**src/rtl/alu_ctrl_seq.sv**
```systemverilog
`default_nettype none
// alu_ctrl_seq: Moore microsequencer issuing fetch/execute/write-back strobes to the model-computer ALU.
// Optional feature macro ALU_SEQ_OPCNT_EN adds OPCNT, a wrapping count of completed (DONE) instructions.
module alu_ctrl_seq (
  input  logic       CLK,
  input  logic       CLRn,
  input  logic [7:0] IR,
  input  logic       IR_VALID,
  output logic       READY,
  output logic       DONE,
  output logic       ILLEGAL,
  output logic       EINn,
  output logic       LDAn,
  output logic       LDBn,
  output logic       ISUM,
  output logic       ISUB,
  output logic       IAND,
  output logic       IOR,
  output logic       ISHL,
  output logic       IXOR,
  output logic       EALU
`ifdef ALU_SEQ_OPCNT_EN
  ,
  output logic [7:0] OPCNT
`endif
);

  typedef enum logic [2:0] {
    S_IDLE = 3'd0,
    S_DEC  = 3'd1,
    S_FA   = 3'd2,
    S_FB   = 3'd3,
    S_EX   = 3'd4,
    S_WB   = 3'd5,
    S_MV   = 3'd6
  } state_t;

  localparam logic [3:0] OP_ADD = 4'h0;
  localparam logic [3:0] OP_SUB = 4'h1;
  localparam logic [3:0] OP_AND = 4'h2;
  localparam logic [3:0] OP_OR  = 4'h3;
  localparam logic [3:0] OP_SHL = 4'h4;
  localparam logic [3:0] OP_XOR = 4'h5;
  localparam logic [3:0] OP_MOV = 4'h6;
  localparam logic [3:0] OP_NOP = 4'hF;

  // op_n bit order: {ISUM, ISUB, IAND, IOR, ISHL, IXOR}
  typedef struct packed {
    logic       ready;
    logic       done;
    logic       ein_n;
    logic       lda_n;
    logic       ldb_n;
    logic       ealu_n;
    logic [5:0] op_n;
  } outs_t;

  localparam outs_t IDLE_OUTS = '{
    ready:  1'b1,
    done:   1'b0,
    ein_n:  1'b1,
    lda_n:  1'b1,
    ldb_n:  1'b1,
    ealu_n: 1'b1,
    op_n:   6'h3F
  };

  state_t     state_q, state_d;
  logic [3:0] opr_q, opr_d;
  logic       ill_q, ill_d;
  outs_t      out_q, out_d;

  logic unused_ir_low;
  assign unused_ir_low = ^IR[3:0];

  function automatic outs_t decode(input state_t s, input logic [3:0] op);
    outs_t o;
    o       = IDLE_OUTS;
    o.ready = (s == S_IDLE);
    case (s)
      S_FA: begin
        o.ein_n = 1'b0;
        o.lda_n = 1'b0;
      end
      S_FB: begin
        o.ein_n = 1'b0;
        o.ldb_n = 1'b0;
      end
      S_EX: begin
        case (op)
          OP_ADD:  o.op_n[5] = 1'b0;
          OP_SUB:  o.op_n[4] = 1'b0;
          OP_AND:  o.op_n[3] = 1'b0;
          OP_OR:   o.op_n[2] = 1'b0;
          OP_SHL:  o.op_n[1] = 1'b0;
          OP_XOR:  o.op_n[0] = 1'b0;
          default: o.op_n    = 6'h3F;
        endcase
      end
      // Write-back keeps EINn high so the ALU owns the bus alone.
      S_WB: begin
        o.ealu_n = 1'b0;
        o.lda_n  = 1'b0;
        o.done   = 1'b1;
      end
      S_MV: begin
        o.ein_n = 1'b0;
        o.lda_n = 1'b0;
        o.done  = 1'b1;
      end
      default: o.ready = (s == S_IDLE);
    endcase
    return o;
  endfunction

  always_comb begin
    state_d = state_q;
    opr_d   = opr_q;
    ill_d   = ill_q;
    case (state_q)
      S_IDLE: begin
        if (IR_VALID) begin
          opr_d   = IR[7:4];
          ill_d   = 1'b0;
          state_d = S_DEC;
        end
      end
      S_DEC: begin
        if (opr_q <= OP_XOR) begin
          state_d = S_FA;
        end else if (opr_q == OP_MOV) begin
          state_d = S_MV;
        end else if (opr_q == OP_NOP) begin
          state_d = S_IDLE;
        end else begin
          ill_d   = 1'b1;
          state_d = S_IDLE;
        end
      end
      S_FA:    state_d = (opr_q == OP_SHL) ? S_EX : S_FB;
      S_FB:    state_d = S_EX;
      S_EX:    state_d = S_WB;
      S_WB:    state_d = S_IDLE;
      S_MV:    state_d = S_IDLE;
      default: state_d = S_IDLE;
    endcase
    // Outputs are registered from the next state so they hold steady across each state cycle.
    out_d = decode(state_d, opr_d);
  end

  always_ff @(posedge CLK or negedge CLRn) begin
    if (!CLRn) begin
      state_q <= S_IDLE;
      opr_q   <= OP_NOP;
      ill_q   <= 1'b0;
      out_q   <= IDLE_OUTS;
    end else begin
      state_q <= state_d;
      opr_q   <= opr_d;
      ill_q   <= ill_d;
      out_q   <= out_d;
    end
  end

  assign READY   = out_q.ready;
  assign DONE    = out_q.done;
  assign ILLEGAL = ill_q;
  assign EINn    = out_q.ein_n;
  assign LDAn    = out_q.lda_n;
  assign LDBn    = out_q.ldb_n;
  assign EALU    = out_q.ealu_n;
  assign ISUM    = out_q.op_n[5];
  assign ISUB    = out_q.op_n[4];
  assign IAND    = out_q.op_n[3];
  assign IOR     = out_q.op_n[2];
  assign ISHL    = out_q.op_n[1];
  assign IXOR    = out_q.op_n[0];

`ifdef ALU_SEQ_OPCNT_EN
  logic [7:0] opcnt_q;

  always_ff @(posedge CLK or negedge CLRn) begin
    if (!CLRn) begin
      opcnt_q <= 8'h00;
    end else if (out_q.done) begin
      opcnt_q <= opcnt_q + 8'h01;
    end
  end

  assign OPCNT = opcnt_q;
`endif

endmodule
`default_nettype wire

```
**config.mk**
```make
export PLATFORM = sky130hd
export DESIGN_NAME = alu_ctrl_seq
export DESIGN_NICKNAME = d
export VERILOG_FILES = /design/src/rtl/alu_ctrl_seq.sv
export SDC_FILE = /design/constraint.sdc
export NUM_CORES = 1
export LEC_CHECK = 0
export BUFFER_PORTS_ARGS = -buffer_cell sky130_fd_sc_hd__buf_2
export CORE_UTILIZATION = 49
export CTS_CLUSTER_DIAMETER = 200
export DETAILED_ROUTE_END_ITERATION = 12
export PLACE_DENSITY = 0.75
export SYNTH_ARGS = -nofsm -noshare
export SYNTH_HDL_FRONTEND = slang
export SYNTH_SLANG_ARGS = --single-unit
```
**constraint.sdc**
```tcl
create_clock -name CLK -period 1.9 [get_ports CLK]
set_input_delay 0.095 -clock CLK [delete_from_list [all_inputs] [get_ports CLK]]
set_output_delay 0.095 -clock CLK [all_outputs]
set_load 0.01 [all_outputs]
```
# --- Word level (Yosys, flattened, before mapping) ---
# Cells that the tools add are included.
classes:
  eq_ne: 21
  order_cmp: 1
  muxes: 24
  reduce_logical: 8
op_table:
  columns: ["operator", "count"]
  rows:
  - ["$eq A4 B3 Y1 const B", 4]
  - ["$mux W1", 15]
  - ["$pmux W3 S5", 1]
  - ["$eq A3 B2 Y1 const B", 4]
  - ["$eq A3 B3 Y1 const B", 4]
  - ["$mux W3", 4]
  - ["$eq A4 B2 Y1 const B", 2]
  - ["$mux W4", 2]
  - ["$ne A2 B2 Y1 const B", 4]
  - ["$logic_not A3 Y1", 2]
  - ["$mux W6", 1]
  - ["$reduce_or A3 Y1", 2]
  - ["$reduce_and A5 Y1", 1]
  - ["$eq A4 B1 Y1 const B", 1]
  - ["$eq A4 B4 Y1 const B", 1]
  - ["$le A4 B3 Y1 const B", 1]
  - ["$logic_not A4 Y1", 1]
  - ["$eq A3 B1 Y1 const B", 1]
  - ["$pmux W1 S2", 1]
  - ["$reduce_bool A2 Y1", 1]
  - ["$reduce_or A2 Y1", 1]
totals:
  regBits: 20
  wordCells: 64
  in_bits: 11
  output_inout_bits: 13

# --- Logic depth before layout (Yosys ltp) ---
logic_depth:
  depth_word: 7
  ltp_mapped: 6
  ltp_nobuf: 5

# --- Worst setup path after synthesis ---
# Ideal clock, no wire load.
synth_timing:
  kind: "register to register"
  start: "reg state_q[1]"
  end: "reg out_q, in the netlist IAND"
  required_ns: 1.805
  synth_period_minus_slack_ns: 1.731
  path_slack_ns: 0.169
  n_path_buf: 1
  setup_time_ns: 0.095
  arrival_ns: 1.637
  stages_incl_launch_ff: 7
  cell_sequence: "dfrtp_1 > buf_6 > nor4b_4 > mux2i_1 > inv_1 > nor3_1 > nand3_1"
synth_lines:
  columns: ["item", "line_no", "rtl"]
  rows:
  - ["start: declaration", "68", "state_t state_q, state_d;"]
  - ["start signal: assignment", "158", "state_q <= state_d;"]
  - ["end signal: assignment", "161", "out_q <= out_d;"]
  - ["end: declaration", "71", "outs_t out_q, out_d;"]

==> results.cfg <==
[status]
outcome = completed

[pwr]
total_power_mw = 1.64
p_leak_nw = 0.441
ir_drop_v = 0.000897
powerDensity_nw_per_um2 = 1560

[floorplanning]
rows = 14
start_util_pct = 54.9
fp.dieW_microns = 44.3
dieArea_sq_um = 1960
core_region_area_sq_um = 1590
io_pins = 24
die_y_microns = 44.3

[final_layout]
final_cell_mix = buf_2 (19), dfstp_2 (15), nor2_1 (7), nor2b_1 (6)
drive_gt1_share_pct = 50.0
fin_area_sq_um = 1050
largest_register_ff_count = 4
largest_register = opr_q
stdcell_count = 122
final_common_cell = buf_2
nets = 110
fill_cells = 131
diodes = 0
reg_top3 = opr_q (4), state_q (3)
syn2layout_area_growth_pct = 20.4

[synth]
ys_seq_area_share_pct = 59.3
yosysUniqueCellTypes = 28
ys_warn_count = 0
synth_fp_nets = 84
synthCells = 73
syn_area_sq_um = 876
ys_seq_elements = 20
syn_area_per_cell_sq_um = 12.0

[detailed_routing]
drc = 0
avgViaCountPerCell = 5.09
post_drt_wl_per_cell_microns = 11.3
antenna_left = 0
dr.pass1.iters = 4
via_count = 621
routed_wirelength_mm = 1.38
drt_iter0_markers = 20

[placed_design]
dp_cells = 117
place_congestion = 0.791
portBuffers = 19
dpl.hpwl_mm = 1.00
dpl_cell_area_sq_um = 1000

[clock_tree]
cts-root-buf = clkbuf_4
clk_path_buf_depth = 2
clock-sinks = 20
path_clk_slew_ns = 0.11
htree_levels = 1
cts_buffers = 3
cts_setup_buffers = 0
insertion_delay_ns = 0.29
cts_tree = done

[timing]
fin_skew_ns = 0.00335
setup-tns-final_ns = 0
fin_crit_sh_pct = 93.3
fmax_mhz = 564
hold_viol = 0
worst_pin_slew_ns = 0.409
timing.slew.headroom_pct = 72.7
setup_viol = 0
drv_slew = 0
final.min_clock_period_ns = 1.77

[critical_path]
slowest_delay_ns = 0.48
worst-path-max-fanout = 8
crit_path_top_delay_cell = dfrtp_1
cp-start-kind = flop
cp.required_ns = 2.11
critPathCaptureType = flop
path_class = flop to flop
cp_num_buf_inv = 2
arrival_ns = 1.98
cp_cell_sequence = nor4b_4 > buf_4 > mux2i_2 > inv_1 > nor3_1 > nand3_1
path_delay_family = simple AND/OR/NAND/NOR gates

[global_routing]
grt_max_degree = 21
gr-total-overflow = 0
grt_pass1_vias = 536
globalRouteTotalUtil_pct = 16.1
grt_pass1_wl_mm = 2.22
antenna_found_initial = 0

[hold_path]
min_path_type = input port to flop

[job]
cap_violations = 0
worst reg2reg max path: stages (launching register included):
cell and delay (ns):
dfrtp_1 0.48, nor4b_4 0.28, buf_4 0.21, mux2i_2 0.31
inv_1 0.12, nor3_1 0.19, nand3_1 0.10
stage by stage:
stage | worst slack (ns) | hold slack, ns | util, %
after floorplan | 0.169 | -0.201 | -
after global placement | 0.164 | 0.0433 | 63.0
after detailed placement | 0.140 | 0.0454 | 63.0
after CTS | 0.107 | 0.0242 | 65.9
after global routing | -0.00845 | 0.0407 | 66.2
final | 0.127 | 0.0274 | 66.2
power by group:
| part | switching (mW) | internal, mW |
|---|---|---|
| logic | 0.356 | 0.305 |
| clock network | 0.120 | 0.117 |
| registers | 0.120 | 0.625 |
| total | 0.596 | 1.05 |
cells by family after synthesis:
group | share of synthesized area, %
and+or+nand+nor | 24.6
DFF | 59.3
AOI/OAI and AO/OA | 6.14
muxes | 6.43
buffers and inverters | 2.57
xor gates and xnor gates | 1.00
Yosys cell counts, drive strengths merged:
library cell  instances  area (sq um)
o21bai                1          7.51
and3                  1          6.26
o22ai                 1          6.26
buf                   1          11.3
nand4                 1          6.26
mux2i                 3          30.0
o21ai                 2          10.0
a21oi                 2          10.0
xnor2                 1          8.76
nor4bb                1          10.0
nand2                 4          15.0
nor2                  7          26.3
nor2b                 6          37.5
mux2                  2          26.3
nor4b                 2          38.8
or3b                  1          8.76
nand3                 5          25.0
a22oi                 1          7.51
inv                   3          11.3
nand4b                1          8.76
or2                   2          12.5
dfstp                15           394
a31oi                 2          12.5
nor3                  3          20.0
dfrtp                 5           125
routing by layer:
| layer | vias to the layer above | track usage (%) | part of all wire (%) |
|---|---|---|---|
| li1 | 304 | - | - |
| met1 | 289 | 22.3 | 48 |
| met2 | 26 | 23.2 | 46 |
| met3 | 2 | 4.08 | 4.5 |
| met4 | 0 | 8.48 | 0.94 |
| met5 | - | 0 | 0 |
final timing paths:
kind	from	slack, ns	depth (start not counted)	to
worst max register to register	state_q[0]	0.13	6	ISUM
max in group asynchronous	CLRn	1.32	2	EINn
min in group asynchronous	CLRn	0.25	2	state_q[2]
worst min-delay path	IR[7]	0.03	3	opr_q[3]
worst max-delay path	state_q[0]	0.13	6	ISUM
worst min register to register	ILLEGAL	0.53	2	ILLEGAL
area by class of cell:
type                    count  area [sq um]  area share [%]
clock buffers               4          36.3            3.44
inverters                   3          11.3            1.07
multi-input cells          49           338            32.0
flip-flops and latches     20           519            49.2
well taps                  24          30.0            2.85
repair buffers             22           120            11.4
what timing repair did:
action,4_1_cts,5_1_grt
endpoints found under the setup margin,0,2
gates resized for setup,0,1
hold buffers,1,0
hold endpoints to repair,5,0
Note: power is estimated with default switching activity, not from simulation.
